===== config.mk =====
export PLATFORM = sky130hd
export DESIGN_NAME = cache_ctrl
export DESIGN_NICKNAME = d
export VERILOG_FILES = /design/src/rtl/cache_pkg.sv /design/src/rtl/cache_addr_split.sv /design/src/rtl/cache_ctrl.sv
export SDC_FILE = /design/constraint.sdc
export NUM_CORES = 1
export LEC_CHECK = 0
export CORE_AREA = 2 2 128 130
export CTS_BUF_LIST = sky130_fd_sc_hd__clkbuf_8 sky130_fd_sc_hd__clkbuf_16
export DETAILED_ROUTE_END_ITERATION = 8
export DIE_AREA = 0 0 130 132
export GPL_ROUTABILITY_DRIVEN = 0
export PLACE_DENSITY = 0.7
export SLEW_MARGIN = 20
export SYNTH_ARGS = -nofsm -noshare
export SYNTH_HDL_FRONTEND = slang
export SYNTH_SLANG_ARGS = --single-unit

===== constraint.sdc =====
create_clock -name CLK -period 4.5 [get_ports CLK]
set_input_delay 0.675 -clock CLK [delete_from_list [all_inputs] [get_ports CLK]]
set_output_delay 0.675 -clock CLK [all_outputs]
set_load 0.01 [all_outputs]

===== src/rtl/cache_pkg.sv =====
// Shared types and address-split constants
// for the direct-mapped cache controller.
package cache_pkg;

  localparam int ADDR_W      = 32;
  localparam int WORD_W      = 32;
  localparam int WADDR_W     = 30;
  localparam int OFF_W       = 2;
  localparam int LINE_ADDR_W = 28;
  localparam int BEATS       = 4;

  typedef enum logic [1:0] {
    S_IDLE,
    S_COMPARE,
    S_WBACK,
    S_REFILL
  } state_e;

  typedef logic [OFF_W-1:0] cnt_t;

  // Word-aligned beat address from a line
  // address ({tag,index}) and a word offset.
  function automatic logic [ADDR_W-1:0] beat_addr(
    input logic [LINE_ADDR_W-1:0] line,
    input cnt_t                   beat
  );
    return {line, beat, 2'b00};
  endfunction

endpackage


===== src/rtl/cache_addr_split.sv =====
// Splits a word address into tag,
// line index and word offset.
module cache_addr_split
  import cache_pkg::*;
#(
  parameter int INDEX_W = 2
) (
  input  logic [WADDR_W-1:0]               waddr,
  output logic [LINE_ADDR_W-INDEX_W-1:0]   tag,
  output logic [INDEX_W-1:0]               index,
  output logic [OFF_W-1:0]                 offset
);

  // Pure field extraction.
  always_comb begin
    tag    = waddr[WADDR_W-1:INDEX_W+OFF_W];
    index  = waddr[INDEX_W+OFF_W-1:OFF_W];
    offset = waddr[OFF_W-1:0];
  end

endmodule


===== src/rtl/cache_ctrl.sv =====
// Direct-mapped write-back cache controller:
// compare, 4-beat write-back, 4-beat refill.
module cache_ctrl
  import cache_pkg::*;
#(
  parameter int INDEX_W = 2
) (
  input  logic                       CLK,
  input  logic                       ResetN,
  input  logic                       Req,
  input  logic                       ReqWE,
  input  logic [ADDR_W-1:0]          Addr,
  input  logic [WORD_W-1:0]          WData,
  output logic                       Ready,
  output logic [WORD_W-1:0]          RData,
  output logic [INDEX_W-1:0]         BlkIndex,
  output logic [OFF_W-1:0]           BlkOffset,
  output logic                       BlkWE,
  output logic                       BlkSetValid,
  output logic                       BlkSetDirty,
  output logic [27-INDEX_W:0]        BlkSetTag,
  output logic [WORD_W-1:0]          BlkWD,
  input  logic                       BlkValid,
  input  logic                       BlkDirty,
  input  logic [27-INDEX_W:0]        BlkTag,
  input  logic [WORD_W-1:0]          BlkRD,
  output logic                       MemReq,
  output logic                       MemWE,
  output logic [ADDR_W-1:0]          MemAddr,
  output logic [WORD_W-1:0]          MemWD,
  input  logic [WORD_W-1:0]          MemRD,
  input  logic                       MemAck
);

  localparam int TAG_W = LINE_ADDR_W - INDEX_W;

  state_e               state, state_d;
  cnt_t                 cnt, cnt_d;
  logic [WADDR_W-1:0]   waddr_q;
  logic                 we_q;
  logic [WORD_W-1:0]    wdata_q;
  logic                 load_en;
  logic [TAG_W-1:0]     tag_q;
  logic [INDEX_W-1:0]   idx_q;
  logic [OFF_W-1:0]     off_q;
  logic                 hit;
  logic                 last;
  logic                 unused_ok;

  // Byte lane bits carry no meaning here.
  assign unused_ok = ^Addr[1:0];

  cache_addr_split #(
    .INDEX_W (INDEX_W)
  ) u_split (
    .waddr  (waddr_q),
    .tag    (tag_q),
    .index  (idx_q),
    .offset (off_q)
  );

  assign hit      = BlkValid && (BlkTag == tag_q);
  assign last     = (cnt == cnt_t'(BEATS - 1));
  assign BlkIndex = idx_q;

  // State and beat counter.
  always_ff @(posedge CLK or negedge ResetN) begin
    if (!ResetN) begin
      state <= S_IDLE;
      cnt   <= '0;
    end else begin
      state <= state_d;
      cnt   <= cnt_d;
    end
  end

  // Request capture, only accepted in IDLE.
  always_ff @(posedge CLK or negedge ResetN) begin
    if (!ResetN) begin
      waddr_q <= '0;
      we_q    <= 1'b0;
      wdata_q <= '0;
    end else if (load_en) begin
      waddr_q <= Addr[ADDR_W-1:2];
      we_q    <= ReqWE;
      wdata_q <= WData;
    end
  end

  // Next state and all strobes.
  always_comb begin
    state_d     = state;
    cnt_d       = cnt;
    load_en     = 1'b0;
    Ready       = 1'b0;
    RData       = '0;
    BlkOffset   = off_q;
    BlkWE       = 1'b0;
    BlkSetValid = 1'b0;
    BlkSetDirty = 1'b0;
    BlkSetTag   = '0;
    BlkWD       = '0;
    MemReq      = 1'b0;
    MemWE       = 1'b0;
    MemAddr     = '0;
    MemWD       = '0;
    unique case (state)
      S_IDLE: begin
        if (Req) begin
          load_en = 1'b1;
          state_d = S_COMPARE;
        end
      end
      S_COMPARE: begin
        if (hit) begin
          Ready   = 1'b1;
          state_d = S_IDLE;
          if (we_q) begin
            BlkWE       = 1'b1;
            BlkWD       = wdata_q;
            BlkSetValid = 1'b1;
            BlkSetDirty = 1'b1;
            BlkSetTag   = tag_q;
          end else begin
            RData = BlkRD;
          end
        end else begin
          cnt_d = '0;
          if (BlkValid && BlkDirty)
            state_d = S_WBACK;
          else
            state_d = S_REFILL;
        end
      end
      S_WBACK: begin
        MemReq    = 1'b1;
        MemWE     = 1'b1;
        BlkOffset = cnt;
        MemAddr   = beat_addr({BlkTag, idx_q}, cnt);
        MemWD     = BlkRD;
        if (MemAck) begin
          cnt_d = cnt + 2'd1;
          if (last)
            state_d = S_REFILL;
        end
      end
      S_REFILL: begin
        MemReq    = 1'b1;
        BlkOffset = cnt;
        MemAddr   = beat_addr({tag_q, idx_q}, cnt);
        if (MemAck) begin
          BlkWE       = 1'b1;
          BlkWD       = MemRD;
          BlkSetTag   = tag_q;
          BlkSetValid = last;
          cnt_d       = cnt + 2'd1;
          if (last)
            state_d = S_COMPARE;
        end
      end
      default: state_d = S_IDLE;
    endcase
  end

endmodule


Yosys cells after proc, flatten, opt, wreduce, memory -nomap -nowiden:

Index checks and enable logic that the tools add are counted.

* input bits: 161
* register bits: 67
* word-level logic and storage cells: 63
* output and inout bits: 164

* eq/ne operators: 12
* add/sub/neg operators: 1
* multiplexer cells: 38
* reductions and logical operators: 7

Operator list (count)
* 2-to-1 mux 32 bit: 7
* one-hot mux 32 bit (2 select lines): 2
* 2-to-1 mux 26 bit: 3
* one-hot mux 26 bit (2 select lines): 1
* == test 26 bit: 1
* 2-to-1 mux 2 bit: 9
* 2-to-1 mux 1 bit: 12
* inequality test 2 bit, second input constant: 6
* one-hot mux 2 bit (4 select lines): 1
* == test 2 bit, second input constant: 3
* AND reduction 5 bit: 1
* one-hot mux 1 bit (2 select lines): 2
* one-hot mux 2 bit (2 select lines): 1
* AND reduction 3 bit: 1
* adder 2 x 1 -> 2 bit, second input constant: 1
* == test 2 x 1 -> 1 bit, second input constant: 1
* logical AND 1 bit: 2
* zero test 2 bit: 1
* inequality test 2 x 1 -> 1 bit, second input constant: 1
* nonzero test 2 bit: 1
* OR reduction 2 bit: 1

Depth between registers and ports, before layout:

* depth in word-level cells: 4
* gate-level depth with buffers: 10
* depth with buffers taken out: 8

By module:

A second synthesis with hierarchy kept.

* cell total of the unflattened synthesis: 424
* area total of the unflattened synthesis: 4574.4 um^2

Modules (own cells, without submodules)
* cache_ctrl: times used 1, sequential area each 1676.6 um^2, cells an instance 394, area each 4349.2 um^2
* cache_addr_split: times used 1, sequential area each 0.0 um^2, cells an instance 30, area each 225.2 um^2

Least setup slack after synthesis:

OpenSTA, ideal clock, no wires.

* path type: input-to-output
* start: input port BlkTag[14]
* end: output port BlkSetTag[0]
* arrival time: 2.046 ns
* buffers on the path: 2
* data required time: 3.825 ns
* slack: 1.779 ns
* cell stages on the path: 8
* path through: xor2_1 nor4_1 nand2_1 and4bb_1 buf_2 nor2_4 buf_6 nor2b_1

* longest elaborated chain between the ends: 4

Ends and longest elaborated chain
* start, declared: RTL line cache_ctrl.sv:25 `input logic [27-INDEX_W:0] BlkTag,`
* == test 26 bit: RTL line cache_ctrl.sv:62 `assign hit = BlkValid && (BlkTag == tag_q);`
* logical AND 1 bit: RTL line cache_ctrl.sv:62
* 2-to-1 mux 26 bit: RTL line cache_ctrl.sv:115 `if (hit) begin`
* one-hot mux 26 bit (2 select lines): RTL line cache_ctrl.sv:107 `unique case (state)`
* end, declared: RTL line cache_ctrl.sv:21 `output logic [27-INDEX_W:0] BlkSetTag,`

Every way passes these cells.

Worst setup path after layout:

* start: input port BlkTag[16]
* end: output port BlkWD[17]

* longest elaborated chain between the ends: 4

Ends and longest elaborated chain
* == test 26 bit: RTL line cache_ctrl.sv:62
* logical AND 1 bit: RTL line cache_ctrl.sv:62
* 2-to-1 mux 32 bit: RTL line cache_ctrl.sv:115
* one-hot mux 32 bit (2 select lines): RTL line cache_ctrl.sv:107
* end, declared: RTL line cache_ctrl.sv:22 `output logic [WORD_W-1:0] BlkWD,`

Every way passes these cells.

==> impl_metrics.env <==
export IMPL_area_growth_pct=86.7
export IMPL_r2r_cells=7
export IMPL_yosys_top_cells_area="dfrtp_1 39%, mux2_2 17%, a22o_1 12%"
export IMPL_crit_path_end="BlkWD[17]"
export IMPL_hold_buffers=0
export IMPL_port_buffers=320
export IMPL_synth_edf_count=0
export IMPL_worstSetupEndpointType="output port"
export IMPL_grt_setup_unrepaired="false"
export IMPL_finalNetCount=873
export IMPL_fin_crit_ns=4.19
export IMPL_yosys_warnings=0
export IMPL_syn_cell_area_um2=4260
export IMPL_max_freq_mhz=239
export IMPL_pre_cts_slack_ns=0.349
export IMPL_synth_seq_area_share_pct=39.4
export IMPL_power_density_nw_per_um2=473
export IMPL_worstMarginPinSlew_ns=0.873
export IMPL_first_global_vias=4722
export IMPL_p_leak_nw=3.28
export IMPL_ys_ff_latch=67
export IMPL_yosys_cell_types_count=34
export IMPL_drv_slew=0
export IMPL_drc=0
export IMPL_path_max_fanout=27
export IMPL_cts_sinks=67
export IMPL_r2r_end="cnt[0]"
export IMPL_cts_buffers=9
export IMPL_setup_worst_path_start="BlkTag[16]"
export IMPL_postSynth_asyncResetShare_pct=100
export IMPL_clkTransAtPathRegs_ns=0.06
export IMPL_min_path_type="in -> async"
export IMPL_report_final_hold_viol_count=0
export IMPL_r2r_slack_ns=2.11
export IMPL_antennaDiodeCount=0
export IMPL_start_util_pct=27.1
export IMPL_track_usage_pct=19.4
export IMPL_start_kind="input pin"
export IMPL_die_y_um=132
export IMPL_cts_htree_levels=3
export IMPL_post_cts_resized=0
export IMPL_yosysMostFrequentCell="dfrtp_1"
export IMPL_relSlewSlack_pct=41.6
export IMPL_r2r_start="waddr_q[20]"
export IMPL_ios=325
export IMPL_max_cap_viol_count=0
export IMPL_drtIter0Drc=104
export IMPL_placementRows=46
export IMPL_core_area_um2=15700
export IMPL_postCtsSetupRepairBufs=0
export IMPL_grt_max_degree=42
export IMPL_fin_ws_ns=0.308
export IMPL_ant_nets=0
export IMPL_vias=4473
export IMPL_globalRouteOverflowTotal=0
export IMPL_synth_avg_cell_area_um2=10.7
export IMPL_synth_flop_cell="dfrtp_1"
export IMPL_required_ns=3.83
export IMPL_cts_root_buffer="clkbuf_16"
export IMPL_clk_latency_ns=0.33
export IMPL_fin_skew_ns=0.00877
export IMPL_grt_pass1_wl_um=25900
export IMPL_cts_buffer_depth=2
export IMPL_post_drt_wl_per_cell_um=18.4
export IMPL_wl_um=17100
export IMPL_crit_arrival_ns=3.52
export IMPL_ir_drop_mv=0.239
export IMPL_tritoncts="built"
export IMPL_die_w_um=130
export IMPL_synth_common_cells="67 x dfrtp_1, 64 x mux2_2, 59 x a22o_1"
export IMPL_netlist_top_cell_by_area="dfrtp_1"
export IMPL_yosysTopAreaCellShare_pct=39.4
export IMPL_syn_inst=398
export IMPL_crit_type="in -> out"
export IMPL_num_fill_cells=1439
export IMPL_dieArea_um2=17200
export IMPL_viasPerCell=4.83
export IMPL_hpwl_um=13200
export IMPL_min_period_over_period_pct=93.1
export IMPL_status="completed"
export IMPL_firstDrtPassIters=7
export IMPL_fin_tns_setup_ns=0
export IMPL_antenna_found_initial=0
export IMPL_setup_viol=0
export IMPL_drive_gt1_share_pct=13.1
==> state kept, by name (all words and copies together), names as in the netlist <==
signal	count
waddr_q	30
cnt	2
state	2
wdata_q	32
we_q	1
==> worst min-delay path by stage <==
stage	endpoint	slack, ns	depth (start not counted)
6_report	waddr_q[26]	0.35	1
5_1_grt	waddr_q[26]	0.40	1
4_1_cts	waddr_q[26]	0.37	1
3_5_place_dp	waddr_q[0]	0.49	1
3_3_place_gp	we_q	0.49	1
2_1_floorplan	cnt[0]	0.38	0
==> stage by stage <==
stage | area [um2] | util [%] | power (mW) | cells | hold WS (ns)
after detailed placement | 7650 | 48.7 | 3.06 | 911 | 0.494
after floorplan | 4260 | - | 2.13 | 399 | 0.379
final | 7950 | 50.6 | 3.76 | 927 | 0.353
after global routing | 7950 | 50.6 | 4.00 | 927 | 0.398
after global placement | 7650 | 48.7 | 2.99 | 911 | 0.491
after CTS | 7950 | 50.6 | 3.80 | 927 | 0.371
==> critical path, stage by stage <==
cell	delay [ns]
clkdlybuf4s50_1	0.45
xor2_1	0.17
nor4_1	0.39
nand2_1	0.22
and4bb_1	0.48
buf_4	0.36
a22o_1	0.20
clkdlybuf4s50_1	0.55
==> cells in the final DEF, fill, tap and decap left out, types with 2 or more instances in the layout <==
cell type,count
clkdlybuf4s50_1,319
dfrtp_1,67
mux2_2,64
a22o_1,59
and2_1,33
and3_1,32
nor2b_1,30
xor2_1,19
buf_4,10
inv_1,9
clkbuf_16,9
xnor2_1,7
nor4_1,6
nor2_1,5
ha_1,5
nand4_1,4
nand2_1,3
a21o_1,3
a21oi_1,3
or3_1,2
o21ai_0,2
conb_1,2
clkbuf_8,2
==> final cells by class <==
class	instances	area [um2]	area share, %
Multi-Input combinational cell	291	2400	30.2
Tap cell	216	270	3.40
Timing Repair Buffer	330	3270	41.2
Sequential cell	67	1680	21.1
Inverter	7	26.3	0.330
Clock buffer	11	253	3.18
Clock inverter	5	53.8	0.677
==> power breakdown <==
part,internal [mW],total (mW),switching [mW]
combinational,1.08,1.87,0.783
sequential,0.911,1.17,0.263
clock,0.456,0.719,0.263
==> routing by layer <==
metal	track usage (%)	vias up	part of all wire, %
met5	0	-	0
met1	21.0	2184	37
li1	-	2050	-
met2	36.2	214	53
met3	5.03	25	8.1
met4	6.57	0	2.0
==> kinds of logic after synthesis <==
group / Yosys count / share of synthesized area, %
and+or+nand+nor: 125 / 18.6
other: 1 / 0.0880
muxes: 64 / 16.9
DFF: 67 / 39.4
buffers and inverters: 41 / 4.52
adders and majority gates: 6 / 1.76
AOI/OAI and AO/OA: 68 / 13.4
xor gates and xnor gates: 26 / 5.35
Power figures use the tool's default switching activity.
